<file path="src/rtl/iecdrv_rom_sched.sv">
// Shared-ROM fetch scheduler: time-slices one ROM read port across NDR drives.
// Each round issues one address per enabled drive and routes the data back by tag.
module iecdrv_rom_sched #(
   parameter int NDR     = 2,
   parameter int AW      = 15,
   parameter int DW      = 8,
   parameter int ROM_LAT = 2
) (
   input  logic              clk,
   input  logic              reset,
   input  logic              ph2_f,
   input  logic [NDR-1:0]    drv_en,
   input  logic [NDR*AW-1:0] drv_addr,
   output logic [AW-1:0]     mem_a,
   input  logic [DW-1:0]     rom_q,
   output logic [NDR*DW-1:0] drv_data,
   output logic [NDR-1:0]    drv_valid,
   output logic              busy,
   input  logic              ovr_clr,
   output logic              overrun
);

   localparam int PW = (NDR > 1) ? $clog2(NDR) : 1;
   localparam logic [ROM_LAT-1:0] TOP = ROM_LAT'(1) << (ROM_LAT - 1);

   typedef enum logic [1:0] {
      IDLE,
      ISSUE,
      DRAIN
   } state_t;

   state_t              state_q, state_d;
   logic [NDR-1:0]      mask_q, mask_d;
   logic [PW-1:0]       ptr_q, ptr_d;
   logic [AW-1:0]       mem_a_q, mem_a_d;
   logic [ROM_LAT-1:0]  tv_q, tv_d;
   logic [PW-1:0]       ti_q [ROM_LAT];
   logic [PW-1:0]       ti_d [ROM_LAT];
   logic [NDR*DW-1:0]   data_q, data_d;
   logic [NDR-1:0]      vld_q, vld_d;
   logic                ovr_q, ovr_d;

   logic                issue;
   logic                cap;
   logic [PW-1:0]       cap_idx;
   logic [NDR-1:0]      above;
   logic [PW-1:0]       nxt;

   function automatic logic [PW-1:0] low_idx(input logic [NDR-1:0] v);
      logic [PW-1:0] r;
      r = '0;
      for (int i = NDR - 1; i >= 0; i--) begin
         if (v[i]) r = PW'(i);
      end
      return r;
   endfunction

   // Tag leaving the last pipeline stage marks the clock its data is on rom_q
   assign cap     = tv_q[ROM_LAT-1];
   assign cap_idx = ti_q[ROM_LAT-1];

   always_comb begin
      above = '0;
      for (int i = 0; i < NDR; i++) begin
         above[i] = mask_q[i] && (PW'(i) > ptr_q);
      end
   end

   assign nxt = low_idx(above);

   always_comb begin
      state_d = state_q;
      mask_d  = mask_q;
      ptr_d   = ptr_q;
      mem_a_d = mem_a_q;
      issue   = 1'b0;
      unique case (state_q)
         IDLE: begin
            if (ph2_f && (|drv_en)) begin
               mask_d  = drv_en;
               ptr_d   = low_idx(drv_en);
               state_d = ISSUE;
            end
         end
         ISSUE: begin
            issue = 1'b1;
            for (int i = 0; i < NDR; i++) begin
               if (ptr_q == PW'(i)) mem_a_d = drv_addr[i*AW +: AW];
            end
            if (|above) ptr_d = nxt;
            else        state_d = DRAIN;
         end
         DRAIN: begin
            // Leave on the edge that consumes the final in-flight tag
            if ((tv_q & ~TOP) == '0) state_d = IDLE;
         end
         default: state_d = IDLE;
      endcase
   end

   always_comb begin
      tv_d    = (tv_q << 1) | ROM_LAT'(issue);
      ti_d[0] = ptr_q;
      for (int j = 1; j < ROM_LAT; j++) begin
         ti_d[j] = ti_q[j-1];
      end
      data_d = data_q;
      vld_d  = '0;
      for (int i = 0; i < NDR; i++) begin
         if (cap && (cap_idx == PW'(i))) begin
            data_d[i*DW +: DW] = rom_q;
            vld_d[i]           = 1'b1;
         end
      end
      ovr_d = (ovr_q & ~ovr_clr) | (ph2_f & (state_q != IDLE));
   end

   always_ff @(posedge clk) begin
      if (reset) begin
         state_q <= IDLE;
         mask_q  <= '0;
         ptr_q   <= '0;
         mem_a_q <= '0;
         tv_q    <= '0;
         for (int j = 0; j < ROM_LAT; j++) begin
            ti_q[j] <= '0;
         end
         data_q  <= '1;
         vld_q   <= '0;
         ovr_q   <= 1'b0;
      end else begin
         state_q <= state_d;
         mask_q  <= mask_d;
         ptr_q   <= ptr_d;
         mem_a_q <= mem_a_d;
         tv_q    <= tv_d;
         ti_q    <= ti_d;
         data_q  <= data_d;
         vld_q   <= vld_d;
         ovr_q   <= ovr_d;
      end
   end

   assign mem_a     = mem_a_q;
   assign drv_data  = data_q;
   assign drv_valid = vld_q;
   assign busy      = (state_q != IDLE);
   assign overrun   = ovr_q;

endmodule

</file>
<file path="config.mk">
export PLATFORM = sky130hd
export DESIGN_NAME = iecdrv_rom_sched
export DESIGN_NICKNAME = d
export VERILOG_FILES = /design/src/rtl/iecdrv_rom_sched.sv
export SDC_FILE = /design/constraint.sdc
export NUM_CORES = 1
export LEC_CHECK = 0
export ABC_AREA = 1
export CORE_ASPECT_RATIO = 0.5
export CORE_MARGIN = 5
export CORE_UTILIZATION = 40
export DETAILED_ROUTE_END_ITERATION = 8
export DONT_BUFFER_PORTS = 1
export PLACE_DENSITY = 0.55
export SLEW_MARGIN = 20
export SYNTH_ARGS = -nofsm -noshare
export SYNTH_HDL_FRONTEND = slang
export SYNTH_SLANG_ARGS = --single-unit
export TNS_END_PERCENT = 5
</file>
<file path="constraint.sdc">
create_clock -name clk -period 1.3 [get_ports clk]
set_input_delay 0.195 -clock clk [delete_from_list [all_inputs] [get_ports clk]]
set_output_delay 0.195 -clock clk [all_outputs]
set_load 0.01 [all_outputs]
</file>
==> run metrics, run 1 <==
die area=5700 sq um; Post-Place Cell Area=approximately 1700 sq um; hold depth=2; RSZ-0062 raised after global routing=false; Core Rows=16; delay-heaviest family, CP=flip-flops; worst path cell trace=nor2_1 -> inv_1; vias=around 1,300; Global Route met2 Usage=0.216; first-pass GRT wire length=6230 um; CTS tree=built; worst-path cell with the longest stage delay=dfxtp_1; Max Cap Viol=0; register area=841 sq um; Avg WL per Cell=14.4 um; Setup Viol. Count Final=0; clock root buffer=clkbuf_8; Critical Path AT=970 ps; fillers=approximately 410; Final Critical Period=1160 ps; Die Ht=55.9 um; post-route ant nets=0; Worst R2R Path Depth=7; Initial Util=0.424; Max stage delay on crit path=between 300 and 400 ps; global-route usage over all layers=0.135; Worst Setup EP=busy; GRT met3 Usage=0.0763; Die W=102 um; Synthesized Nets=249; ratio of final minimum period to clock period=0.895; initial antenna violation count=0; CP required=1110 ps; reg2reg setup slack=220 ps; Synth Instances=205; FF-to-FF End=ptr_q; DR iter-0 viols=44; drt pass-1 iters=4; Critical Path Sink Type=output port; grt total ovfl=0; largest net degree at the start of global routing=17; htree depth=2; vias in the first global route=1,297; HPWL after detailed placement=between 2000 and 3000 um; total CTS buffers=5; Setup TNS=0 ps; number of cells on the critical path=2; Synth-to-Final Area Change=8.97%; GPL Wtd Cong=around 0.75; post-layout util=0.462; CP Launch Type=flip-flop; layout cell share with drive strength beyond 1=0.200; Worst R2R Start=state_q[1]; Final Max Slew Viols=0; post-cts sizing count=0; sequential fraction of the synthesis area=0.498; clock sink count=42; P per Cell Area=~1400 nW/um^2; area of the multi-input gates=around 700 sq um; LEAKAGE=0.819 nW; port bufs=0; Worst IR Drop VDD=848 uV; relative slew slack=0.683; final net count=253; Yosys reg bits=42; Via-to-Cell Ratio=4.93; final hold viol count=0; outcome=finished, final reports clean; busiest grt layer=met2; boundary pin count=79; most frequent cells in the layout=nand2_1 (56), dfxtp_1 (42), a21oi_1 (24); most common cell after layout, fill and taps aside=nand2_1; clk_skew=3.09 ps; clock slew at reported path FFs=80 ps; critical path fanouts, max=3; synthesized cell area=1690 sq um; antenna cells=0; clock latency on the worst-skew pair=280 ps; core area=3980 sq um; Setup CP Type=reg2out; met1 GRT Util=0.162; worst min-delay path class=in2reg; Clock Path Buffers=2; Worst Tran Pin Value=474 ps; fmax=roughly 860 MHz; worst setup path startpoint=state_q[0]; Synth cell types=23; Buf+Inv Stages, Crit Path=1; average cell area after synthesis=8.23 sq um; final WL=3800 um; post-route cell area=1840 sq um; Yosys warning total=0; Remaining DRCs=0
-- layout make-up --
cell class | instances | area share
Timing Repair Buffer | 6 | 0.0259
Clock buffer | 6 | 0.0395
Inverter | 14 | 0.0306
Clock inverter | 2 | 0.0204
Sequential cell | 42 | 0.457
Multi-Input combinational cell | 140 | 0.390
Tap cell | 54 | 0.0367
-- metal layers --
metal / up-vias / part of all wire
li1: 671 / -
met4: 0 / 0.0032
met3: 2 / 0.12
met1: 581 / 0.43
met5: - / 0
met2: 47 / 0.44
-- worst reg2reg max path, cell delays in order (launching register included) --
cell and delay (ps):
dfxtp_1 320, inv_1 100, nand2_4 80, inv_4 200, nand2_2 90, nand2_1 70
nand2_1 50, a21oi_2 100
-- state kept, by name (all words and copies together), names as in the netlist --
| register | flops |
|---|---|
| drv_valid | 2 |
| mask_q | 1 |
| drv_data | 16 |
| tv_q | 2 |
| ptr_q | 1 |
| ti_d | 1 |
| state_q | 2 |
| mem_a | 15 |
| overrun | 1 |
| cap_idx | 1 |
-- stage by stage --
stage               std cells  hold WS, ps  total power, W  setup WS [ps]
global route              264         20.5         0.00277           51.7
detailed placement        255          262         0.00165            241
floorplan                 205          264         0.00162            360
global placement          255          260         0.00165            278
CTS                       264         9.69         0.00269            122
finish                    264         24.9         0.00263            137
-- how the worst min path moves through the flow --
| stage | start | end |
|---|---|---|
| after floorplan | reset | overrun |
| after global placement | reset | ptr_q |
| after CTS | rom_q[1] | drv_data[9] |
| final | rom_q[1] | drv_data[9] |
| after detailed placement | reset | ptr_q |
| after global routing | rom_q[0] | drv_data[8] |
-- report_power, final --
part | switching, W | internal, W | total (W)
sequential | 0.0000647 | 0.00134 | 0.00141
combinational | 0.000140 | 0.0000802 | 0.000221
clock | 0.000434 | 0.000573 | 0.00101
total | 0.000639 | 0.00199 | 0.00263
-- timing repair --
item	in CTS	in global routing
setup buffers	0	0
hold buffers	1	0
hold endpoints to repair	11	0
endpoints found under the setup margin	0	0
-- Yosys cell counts, drive strengths merged --
cell    count  share of area
a21oi      35           0.13
buf         6          0.035
clkbuf      3         0.0089
clkinv      1         0.0030
dfxtp      42           0.50
inv        13          0.030
nand2      59           0.14
nand3      18          0.056
nor2       13          0.035
o21ai      15          0.067
-- kinds of logic after synthesis --
logic type	synth area share
and+or+nand+nor	0.230
AOI/OAI and AO/OA	0.195
DFF	0.498
buffers and inverters	0.0771
(Power assumes the default switching activity.)
==> inputs of run 2 (changes only) <==
--- a/config.mk
+++ b/config.mk
@@ -11,6 +11,8 @@
 export CORE_UTILIZATION = 40
 export DETAILED_ROUTE_END_ITERATION = 8
 export DONT_BUFFER_PORTS = 1
+export GPL_ROUTABILITY_DRIVEN = 0
+export MAX_ROUTING_LAYER = met4
 export PLACE_DENSITY = 0.55
 export SLEW_MARGIN = 20
 export SYNTH_ARGS = -nofsm -noshare
==> run metrics, run 2 (synthesis gave the netlist of run 1 again) <==
Worst IR Drop VDD=852 uV; htree depth=2; post-layout util=0.462; critical path fanouts, max=3; Worst Tran Pin Value=474 ps; CP required=1110 ps; ratio of final minimum period to clock period=0.895; RSZ-0062 raised after global routing=false; Max Cap Viol=0; Die W=between 100 and 150 um; initial antenna violation count=0; Initial Util=0.424; Sw Share=0.244; fillers=slightly above 400; boundary pin count=79; Setup CP Type=reg2out; Hold EP=drv_data[9]; Final Critical Period=1160 ps; HPWL after detailed placement=between 2000 and 3000 um; relative slew slack=0.683; Synth-to-Final Area Change=8.97%; hold_ws=24.7 ps; outcome=finished, final reports clean; most common cell after layout, fill and taps aside=nand2_1; port bufs=0; layout cell share with drive strength beyond 1=0.200; P per Cell Area=between 1000 and 1500 nW/um^2; delay-heaviest family, CP=flip-flops; clk_skew=slightly above 3 ps; Buf+Inv Stages, Crit Path=1; post-route ant nets=0; final WL=3800 um; worst-path cell with the longest stage delay=dfxtp_1; Setup TNS=0 ps; Max stage delay on crit path=~350 ps; Avg WL per Cell=about 14 um; Setup WS post-layout=137 ps; Worst R2R Start=state_q[1]; Critical Path AT=between 900 and 1000 ps; clock network power share=0.383; final net count=253; largest net degree at the start of global routing=17; clock latency on the worst-skew pair=around 280 ps; Via-to-Cell Ratio=just under 5; Cell Count, Final, Fillers Out=roughly 260; vias in the first global route=about 1,300; sequential share of power=0.533; Clock Path Buffers=2; switching power=0.000643 W; Worst R2R Path Depth=7; Critical Path Sink Type=output port; post-cts sizing count=0; Hold Path Origin=rom_q[1]; total CTS buffers=5; Setup Viol. Count Final=0; fmax=860 MHz; CTS tree=built; most frequent cells in the layout=nand2_1 (56), dfxtp_1 (42), a21oi_1 (24); LEAKAGE=0.819 nW; grt total ovfl=0; clock root buffer=clkbuf_8; core area=3980 sq um; Comb power frac=0.084; first-pass GRT wire length=6240 um; drt pass-1 iters=4; CP Launch Type=flip-flop; clock sink count=42; area of the multi-input gates=between 700 and 800 sq um; Remaining DRCs=0; final hold viol count=0; hold depth=2; reg2reg setup slack=between 200 and 250 ps; Inst Count DP=255; cell-internal power=0.00199 W; worst path cell trace=nor2_1 -> inv_1; clock slew at reported path FFs=80 ps; register area=841 sq um; Final Max Slew Viols=0; Place WS=approximately 240 ps; worst min-delay path class=in2reg; FF-to-FF End=ptr_q; Core Rows=16; Die Ht=55.9 um; antenna cells=0; vias=around 1,300; DR iter-0 viols=44; global-route usage over all layers=0.139; die area=5700 sq um; max reg flops=16
run 2: repair_timing:
action                                 in CTS  in global routing
hold buffers                                1                  0
buffers inserted                            0                  0
endpoints found under the hold margin      11                  0
run 2: layout make-up:
cell class,count,area share
Multi-Input combinational cell,140,0.390
Sequential cell,42,0.457
Tap cell,54,0.0367
Clock buffer,6,0.0395
Timing Repair Buffer,6,0.0259
Clock inverter,2,0.0204
Inverter,14,0.0306
run 2: routing by layer:
layer / part of all wire / track usage
met1: 0.45 / 0.168
met2: 0.44 / 0.216
met3: 0.10 / 0.0663
met4: 0.0021 / 0.0224
met5: 0 / -
run 2: worst reg2reg max path, delay by kind of cell, from the launching register on:
kind	cells	cell delay, ps
flops	1	320
buf+inv	2	300
simple gates	4	290
compound gates	1	100
run 2: worst max-delay path by stage:
stage                    start        to  cells after the start
CTS                 state_q[0]      busy                      2
detailed placement  state_q[1]     ptr_q                      7
floorplan           state_q[1]  mem_a[8]                      6
global placement    state_q[1]     ptr_q                      7
global route        state_q[0]      busy                      2
finish              state_q[0]      busy                      2
run 2: stage by stage:
stage	area (sq um)	power (W)
6_report	1840	0.00264
5_1_grt	1840	0.00277
4_1_cts	1840	0.00269
3_5_place_dp	1720	0.00165
3_3_place_gp	1720	0.00165
2_1_floorplan	1690	0.00162
run 2: power groups by stage:
stage	clock network, W	registers, W	logic (W)
final	0.00101	0.00141	0.000221
after global routing	0.00110	0.00141	0.000252
after CTS	0.00105	0.00141	0.000223
after detailed placement	0	0.00144	0.000214
after global placement	0	0.00144	0.000209
after floorplan	0	0.00142	0.000198
==> inputs of run 3 (changes only) <==
--- a/config.mk
+++ b/config.mk
@@ -12,7 +12,6 @@
 export DETAILED_ROUTE_END_ITERATION = 8
 export DONT_BUFFER_PORTS = 1
 export GPL_ROUTABILITY_DRIVEN = 0
-export MAX_ROUTING_LAYER = met4
 export PLACE_DENSITY = 0.55
 export SLEW_MARGIN = 20
 export SYNTH_ARGS = -nofsm -noshare
==> results of run 3 <==
The final DEF is identical to that of run 1; final timing and power are the same.
